==> src/rtl/noc_arb_pkg.sv <==
// Shared constants for the NoC arbitration blocks: flit id codes and default widths.
package noc_arb_pkg;

  localparam int LEN_W_DEF = 12;
  localparam int FID_W_DEF = 3;

  localparam logic [2:0] FID_HEADER = 3'b001;
  localparam logic [2:0] FID_TAIL   = 3'b010;

endpackage

==> src/rtl/port_timer.sv <==
// Per-port grant timer: header-loaded limit, saturating hold counter and expiry compare.
module port_timer
  import noc_arb_pkg::*;
#(
  parameter int LEN_W = LEN_W_DEF,
  parameter int FID_W = FID_W_DEF
) (
  input  logic             clk,
  input  logic             rst,
  input  logic             req,
  input  logic             granted,
  input  logic [FID_W-1:0] flit_id,
  input  logic [LEN_W-1:0] length,
  output logic             expired
);

  logic [LEN_W-1:0] limit;
  logic [LEN_W-1:0] count;

  always_ff @(posedge clk or posedge rst) begin
    if (rst) begin
      limit <= '0;
      count <= '0;
    end else begin
      if (flit_id == FID_W'(FID_HEADER)) limit <= length;
      if (!granted || !req)              count <= '0;
      else if (count != '1)              count <= count + LEN_W'(1);
    end
  end

  // A zero limit means the holder may keep the grant indefinitely.
  assign expired = granted && req && (limit != '0) && (count == limit - LEN_W'(1));

endmodule

==> src/rtl/rr_timeout_arbiter.sv <==
// Round-robin arbiter whose holder is pre-empted after a per-port, header-programmed
// number of consecutive grant cycles.
//   state    | meaning
//   IDLE     | grant == 0, next grant goes to the lowest-index requester
//   GRANT_i  | grant == one-hot(i), port i holds until req drops or it expires
module rr_timeout_arbiter
  import noc_arb_pkg::*;
#(
  parameter int NUM_PORTS = 5,
  parameter int LEN_W     = LEN_W_DEF,
  parameter int FID_W     = FID_W_DEF,
  localparam int IDX_W    = $clog2(NUM_PORTS)
) (
  input  logic                       clk,
  input  logic                       rst,
  input  logic [NUM_PORTS-1:0]       req,
  input  logic [NUM_PORTS*FID_W-1:0] flit_id,
  input  logic [NUM_PORTS*LEN_W-1:0] length,
  output logic [NUM_PORTS-1:0]       grant,
  output logic                       grant_valid,
  output logic [IDX_W-1:0]           grant_idx,
  output logic [NUM_PORTS-1:0]       timeout
);

  logic [NUM_PORTS-1:0] grant_q, grant_d;
  logic [NUM_PORTS-1:0] timeout_q;
  logic [NUM_PORTS-1:0] expired;
  logic [IDX_W-1:0]     idx_q, idx_d;
  logic                 valid_q, valid_d;
  logic                 found;
  int                   j;

  for (genvar i = 0; i < NUM_PORTS; i++) begin : g_timer
    port_timer #(.LEN_W(LEN_W), .FID_W(FID_W)) u_timer (
      .clk     (clk),
      .rst     (rst),
      .req     (req[i]),
      .granted (grant_q[i]),
      .flit_id (flit_id[i*FID_W +: FID_W]),
      .length  (length[i*LEN_W +: LEN_W]),
      .expired (expired[i])
    );
  end

  always_ff @(posedge clk or posedge rst) begin
    if (rst) begin
      grant_q   <= '0;
      idx_q     <= '0;
      valid_q   <= 1'b0;
      timeout_q <= '0;
    end else begin
      grant_q   <= grant_d;
      idx_q     <= idx_d;
      valid_q   <= valid_d;
      timeout_q <= expired;
    end
  end

  // Round-robin search starts just past the holder and never revisits it.
  always_comb begin
    grant_d = '0;
    idx_d   = '0;
    found   = 1'b0;
    j       = 0;
    if (!valid_q) begin
      for (int i = 0; i < NUM_PORTS; i++) begin
        if (!found && req[i]) begin
          found      = 1'b1;
          grant_d[i] = 1'b1;
          idx_d      = IDX_W'(i);
        end
      end
    end else if (req[idx_q] && !expired[idx_q]) begin
      found   = 1'b1;
      grant_d = grant_q;
      idx_d   = idx_q;
    end else begin
      for (int k = 1; k < NUM_PORTS; k++) begin
        j = int'(idx_q) + k;
        if (j >= NUM_PORTS) j = j - NUM_PORTS;
        if (!found && req[j]) begin
          found      = 1'b1;
          grant_d[j] = 1'b1;
          idx_d      = IDX_W'(j);
        end
      end
    end
    valid_d = found;
  end

  always_comb begin
    grant       = grant_q;
    grant_valid = valid_q;
    grant_idx   = idx_q;
    timeout     = timeout_q;
  end

endmodule

==> config.mk <==
export PLATFORM = sky130hd
export DESIGN_NAME = rr_timeout_arbiter
export DESIGN_NICKNAME = d
export VERILOG_FILES = /design/src/rtl/noc_arb_pkg.sv /design/src/rtl/port_timer.sv /design/src/rtl/rr_timeout_arbiter.sv
export SDC_FILE = /design/constraint.sdc
export NUM_CORES = 1
export LEC_CHECK = 0
export CAP_MARGIN = 20
export CORE_MARGIN = 4
export CORE_UTILIZATION = 37
export DETAILED_ROUTE_END_ITERATION = 8
export GPL_TIMING_DRIVEN = 0
export PLACE_DENSITY = 0.61
export SLEW_MARGIN = 30
export SYNTH_ARGS = -nofsm -noshare
export SYNTH_HDL_FRONTEND = slang
export SYNTH_SLANG_ARGS = --single-unit
==> constraint.sdc <==
create_clock -name clk -period 5.2 [get_ports clk]
set_input_delay 0.52 -clock clk [delete_from_list [all_inputs] [get_ports clk]]
set_output_delay 0.52 -clock clk [all_outputs]
set_load 0.01 [all_outputs]
# [Word level (Yosys, flattened, before mapping)]
# Index checks and enable logic that the tools add are counted.
[word_totals] output_inout_bits=14 register_bits=134 wordCells=217
[op_classes] eq_ne=16 magnitude_cmp=13 n_mux=93 reduce_logical=60 addsub=18 n_bitwise=3
[ops] cell="$mux W32" n=12
[ops] cell="$ge A32 B1 Y1 const B" n=4
[ops] cell="$lt A32 B5 Y1 const B" n=4
[ops] cell="$mux W12" n=10
[ops] cell="$add A12 B1 Y12 const B" n=5
[ops] cell="$eq A12 B12 Y1" n=5
[ops] cell="$mux W5" n=12
[ops] cell="$ne A12 B12 Y1 const B" n=5
[ops] cell="$reduce_bool A12 Y1" n=5
[ops] cell="$sub A12 B1 Y12 const B" n=5
[ops] cell="$mux W1" n=40
[ops] cell="$logic_and A1 B1 Y1" n=27
[ops] cell="$mux W3" n=9
[ops] cell="$sub A4 B3 Y5 const B" n=4
[ops] cell="$bmux W1 S3" n=6
[ops] cell="$logic_not A1 Y1" n=18
[ops] cell="$ge A4 B3 Y1 const B" n=4
[ops] cell="$eq A3 B1 Y1 const B" n=5
[ops] cell="$or A5 B5 Y5" n=3
[ops] cell="$demux W1 S3" n=4
[ops] cell="$reduce_bool A2 Y1" n=5
[ops] cell="$add A3 B2 Y4 const B" n=2
[ops] cell="$logic_or A1 B1 Y1" n=5
[ops] cell="$add A3 B1 Y4 const B" n=1
[ops] cell="3 further kinds" n=3

# [Longest topological paths before layout]
[depth] word_depth=30 depth_mapped=15

# [Modules after synthesis]
# A second synthesis with hierarchy kept.
[hier_totals] hier_cells=1078 area_unflattened_um2=9745.6
[by_module_without_submodules] module="port_timer" area_each_um2=1530.2 instances=5 cells_per_inst=160
[by_module_without_submodules] module="rr_timeout_arbiter" area_each_um2=2094.5 instances=1 cells_per_inst=278

# [Worst setup path after synthesis]
# OpenSTA, ideal clock, no wires.
[synth_path] path_type="reg2reg" from="register idx_q[0] (netlist: grant_idx[0])" to="register grant_q[2] (netlist: grant[2])" t_arrival_ps=3487 setup_slack_ps=1644 t_required_ps=5132 stages_incl_launch_ff=14 path_buffers=2 path_cell_list="dfrtp_1 > buf_2 > inv_1 > clkbuf_1 > ha_1 > fa_1 > a22oi_2 > mux2i_1 > nor2_1 > a211oi_2 > nand3b_1 > o41ai_2 > a211o_1 > a32o_1"
[synth_via] elab_chain_cells=26
[synth_rtl] element="from (decl)" line="rr_timeout_arbiter.sv:28" source="logic [IDX_W-1:0] idx_q, idx_d;"
[synth_rtl] element="from (signal assigned)" line="rr_timeout_arbiter.sv:53" source="idx_q <= idx_d;"
[synth_rtl] element="branches (longest 26 deep; another with $ge A32 B1 Y1)"
[synth_rtl] element="to (signal assigned)" line="rr_timeout_arbiter.sv:52" source="grant_q <= grant_d;"
[synth_rtl] element="to (decl)" line="rr_timeout_arbiter.sv:25" source="logic [NUM_PORTS-1:0] grant_q, grant_d;"
# Parallel ways; which one is timed is not known. The select of a mux whose other input is x is not followed.
# A chain may end at the register's enable or synchronous reset.

# [Worst setup path in the final report]
# Ends and elaborated chain as after synthesis.

==> out/qor.yml <==
slew-limit-headroom_pct: 36.1
drc_errors: 0
antenna_found_initial: 1
rr_endpoint: "grant[2]$_DFFE_PP0P_"
die_y_um: 167
min_from: "req[0]"
tritoncts: "yes"
final_area_um2: 11300
grt_max_degree: 77
cts_root_buf: "clkbuf_16"
start_kind: "register"
skew_ps: 9.50
multi_input_area_um2: 5540
die_width_um: 167
place_hpwl_um: 17400
yosysWarnings: 0
r2r_setup_slack_ps: 850
grt_setup_unrepaired: "false"
cp_max_fo: 12
leakagePower_uw: 0.00453
coreArea_um2: 24600
powerDensity_nw_per_um2: 458
place_congestion: 0.951
insertion_delay_ps: 420
clock.fmax_mhz: 230
grt_pass1_vias: 7697
hp-class: "input port to register"
critPathKind: "register to register"
syn_avg_cell_area_um2: 9.24
track_usage_pct: 16.9
ys_seq_area_share_pct: 35.9
path_cells: "buf_2, inv_1, clkbuf_1, ha_1, fa_1, a22oi_2, mux2i_1, nor2_1, a211oi_2, nand3b_1, o41ai_2, a211o_1, a32o_1"
synth-main-ff-cell: "dfrtp_1"
worstPathArrival_ps: 4700
initial_utilization_pct: 38.0
viasPerCell: 5.50
critPathSlowestCell: "a211oi_2"
ant_nets: 0
wl_per_cell_um: 15.9
portBuffers: 92
drtPass1Iterations: 5
clk_pin_slew_ps: 60
setup_viol: 0
overflow: 0
holdBufCountCts: 0
finalNetCount: 1232
synth_nets: 1120
cts_buffers: 17
r2r.worst_path.cells: 13
area_growth_pct: 21.4
netlist_instances: 1011
ys_seq_elements: 134
row_count: 57
postCtsResizedCells: 0
min_path_cells: 3
worst_slew_pin_slew_ps: 956
synth.distinct_cells: 90
ir_drop_mv: 0.222
cp.required_ps: 5550
hold_viol_final: 0
finalCriticalPeriod_ps: 4350
outcome: "complete, no violations"
syn-cell-area_um2: 9350
place_area_um2: 10700
cts_setup_buffers: 0
dp_cells: 1428
async_reset_ff_share_pct: 100
dieArea_um2: 27900
fillers: 2420
drt-total-wl_um: 23200
drive_above_1_share_pct: 12.2
cts.sinks: 134
cp_slowest_stage_delay_ps: 520
r2r-start: "grant_idx[0]$_DFFE_PP0P_"
critPathCaptureType: "register"
vias: 8034
holdWs_ps: 423
drtIter0Drc: 567
antenna_cells: 0
hold_path_end: "grant[0]$_DFFE_PP0P_"
cts_buffer_depth: 2
h-tree-depth: 4
maxCapViolCount: 0
drv_slew: 0
ios: 96
synth-edff-count: 0
tns_ps: 0
seq_area_um2: 3350
timing.final.crit_share_pct: 83.6
grt_pass1_wl_um: 39300
fin_cells: 1460
==> critical path: cells and delay by family, from the launching register on <==
kind / cells / cell delay (ps)
fa+ha+maj: 2 / 680
flops: 1 / 430
compound gates: 5 / 1630
mux: 1 / 310
simple gates: 2 / 390
buf+inv: 3 / 840
==> final cells by class <==
class,count,share of cell area [%]
clock inverters,13,1.71
repair buffers,93,8.36
well taps,324,3.57
plain buffers,56,2.89
multi-input cells,789,48.9
clock buffers,19,3.90
inverters,32,1.13
flip-flops and latches,134,29.6
==> state kept, by name (all words and copies together), names as in the netlist <==
register and flops:
grant 5, grant_valid 1, timeout 5, grant_idx 3, g_timer.u_timer.limit 60, g_timer.u_timer.count 60
==> power breakdown <==
group / total, uW / leakage (uW) / internal (uW) / switching [uW]
clock: 1330 / 0.000309 / 824 / 502
sequential: 1350 / 0.00173 / 1170 / 182
combinational: 2520 / 0.00249 / 1050 / 1460
==> cells in the mapped netlist (all sizes together) (7+ instances only) <==
cell	n	area, um2
a211oi	17	138
a21oi	25	125
a221oi	7	61.3
a31oi	13	81.3
and3	25	156
and4	10	88.8
buf	12	82.6
clkbuf	44	245
dfrtp	134	3350
ha	26	325
inv	32	120
mux2	49	552
mux2i	15	154
nand2	61	229
nand3	42	210
nand4	21	131
nor2	105	402
nor2b	7	43.8
nor3	38	190
nor3b	15	113
nor4	22	174
o211ai	7	52.6
o21ai	43	219
o31ai	9	72.6
or3	7	45.1
xnor2	58	508
xor2	54	473
==> per-layer routing <==
layer / GRT usage [%] / up-vias / wire length [um]
met5: 0 / - / 12
li1: - / 3906 / -
met2: 26.6 / 203 / 10600
met4: 4.98 / 2 / 383
met3: 3.51 / 26 / 1450
met1: 23.5 / 3897 / 10800
==> stage by stage <==
stage | power (uW) | util (%) | setup slack (ps)
5_1_grt | 5550 | 46.1 | 518
4_1_cts | 5200 | 46.1 | 880
2_1_floorplan | 3170 | - | 1100
6_report | 5200 | 46.1 | 854
3_3_place_gp | 3840 | 43.4 | -1080
3_5_place_dp | 3840 | 43.5 | 921
==> worst max path at each step <==
stage               depth (start not counted)  slack (ps)                startpoint                                       to
floorplan                                   1        1100                       rst  g_timer[0].u_timer.count[0]$_DFFE_PP0P_
detailed placement                         13         920  grant_idx[0]$_DFFE_PP0P_                     grant[0]$_DFFE_PP0P_
global placement                            2       -1080                       rst  g_timer[0].u_timer.limit[6]$_DFFE_PP0N_
finish                                     13         850  grant_idx[0]$_DFFE_PP0P_                     grant[2]$_DFFE_PP0P_
global route                               13         520  grant_idx[0]$_DFFE_PP0P_                     grant[2]$_DFFE_PP0P_
CTS                                        13         880  grant_idx[0]$_DFFE_PP0P_                     grant[2]$_DFFE_PP0P_
==> cell usage in the layout (no fill, tap or decap), types with 9 or more instances in the layout <==
| cell | instances |
|---|---|
| a31oi_1 | 13 |
| xnor2_1 | 58 |
| inv_1 | 31 |
| xor2_1 | 54 |
| nor3_1 | 38 |
| dfrtp_1 | 134 |
| nor2_1 | 104 |
| nand4_1 | 21 |
| mux2_2 | 49 |
| a211oi_1 | 15 |
| a21oi_1 | 25 |
| ha_1 | 26 |
| mux2i_1 | 14 |
| clkbuf_8 | 9 |
| clkbuf_1 | 37 |
| nor3b_1 | 15 |
| and4_1 | 9 |
| nand3_1 | 42 |
| and3_1 | 25 |
| o21ai_0 | 40 |
| clkbuf_16 | 17 |
| nor4_1 | 19 |
| nand2_1 | 61 |
| clkdlybuf4s50_1 | 92 |
==> logic make-up after synthesis <==
family          synth area share, %
compound gates                 14.0
mux                            8.03
buf+inv                        4.79
fa+ha+maj                      3.70
flops                          35.9
simple gates                   23.1
xor+xnor                       10.5
No activity file was read; power rests on OpenSTA's default activity.
==> RTL change (same flow settings) <==
Set the package constant `FID_W_DEF` to 6 (it was 3).
--- a/src/rtl/noc_arb_pkg.sv
+++ b/src/rtl/noc_arb_pkg.sv
@@ -2,7 +2,7 @@
 package noc_arb_pkg;
 
   localparam int LEN_W_DEF = 12;
-  localparam int FID_W_DEF = 3;
+  localparam int FID_W_DEF = 6;
 
   localparam logic [2:0] FID_HEADER = 3'b001;
   localparam logic [2:0] FID_TAIL   = 3'b010;
Interface: changed (resized flit_id); port bits go from 96 to 111. The function was not compared with the original's and may differ.
==> RTL change against the unedited design <==
Non-clock buffer count up 12. Cell count up 3.2%. Wire length up 3.8%. Count of clock-buffer cells in the layout up 1. Sequential cell count unchanged. Synthesized cell count up 2.4%. Combinational power up 3%. Global-route usage up 0.22 points. Clock skew up 0.0053 ns. Power down 0.72%. Cell area up 1.8%. Synthesized area up 0.90%. Worst setup slack worse by 0.68 ns. Critical path type unchanged. Highest routed layer is now met4.
==> RTL change: results (changes against the unedited design) <==
relSlewSlack: 0.3546  # was 0.3610
placed_cell_area_sq_um: 10960  # was 10710 sq um
ir_drop_uv: 225.2  # was 221.8 uV
fin_area_sq_um: 11550  # was 11340 sq um
synthesis.nets: 1159  # was 1120
synthTopCellsByArea: "dfrtp_1 36%, mux2_2 7.3%, xnor2_1 5.7%"  # was dfrtp_1 36%, mux2_2 5.9%, xnor2_1 5.4%
grt_antenna_before_repair: 0  # was 1
yosys.area_share.adder: 0.03662  # was 0.03695
outcome: "completed"  # unchanged
clock_skew_ns: 0.01477  # was 0.009498 ns
num-clock-buffers: 20  # was 19
synth_compound_area_frac: 0.1428  # was 0.1395
grt_start_max_net_pins: 81  # was 77
critPathArrivalTime_ns: 5.39  # was 4.70 ns
synth_top_cells_by_count: "134 x dfrtp_1, 117 x nor2_1, 62 x nand2_1"  # was 134 x dfrtp_1, 104 x nor2_1, 61 x nand2_1
dp_cells: 1474  # was 1428
top_layer_used: "met4"  # was met5
rrSetupSlack_ns: 0.17  # was 0.85 ns
clock_tree_area_fraction: 0.05069  # was 0.05614
timing.fmax_mhz: 198.8  # was 230.1 MHz
seq_share: 0.2903  # was 0.2956
hold_path.class: "input port to asynchronous set/reset pin"  # was input port to register
reg2regPathDepth: 17  # was 13
wl_per_cell_um: 16.02  # was 15.92 um
critPathSlowestCell: "or4_4"  # was a211oi_2
cp-endpoint: "grant[4]$_DFFE_PP0P_"  # was grant[2]$_DFFE_PP0P_
gr-usage-all-layers: 0.1710  # was 0.1688
gr-usage-met3: 0.02904  # was 0.03508
[RTL change: cell types whose count changed after synthesis, moves of 7 or more]
cell      before  now
or4_1          3   11
a21oi_1       25   41
nand3_1       42   26
clkbuf_8       8    0
or3_1          6   13
mux2_2        49   61
nor2_1       104  117
xor2_1        54   46
o21ai_0       40   30
[RTL change: worst min path at each step]
stage / start / endpoint / slack, ns / cells past startpoint
2_1_floorplan: grant[4]$_DFFE_PP0P_ / grant[4]$_DFFE_PP0P_ / 0.48 / 1
3_5_place_dp: grant[4]$_DFFE_PP0P_ / grant[4]$_DFFE_PP0P_ / 0.51 / 1
4_1_cts: grant[4]$_DFFE_PP0P_ / grant[4]$_DFFE_PP0P_ / 0.52 / 1
3_3_place_gp: grant[4]$_DFFE_PP0P_ / grant[4]$_DFFE_PP0P_ / 0.52 / 1
5_1_grt: rst / g_timer[2].u_timer.limit[5]$_DFFE_PP0N_ / 0.55 / 2
6_report: rst / g_timer[2].u_timer.limit[5]$_DFFE_PP0N_ / 0.52 / 2
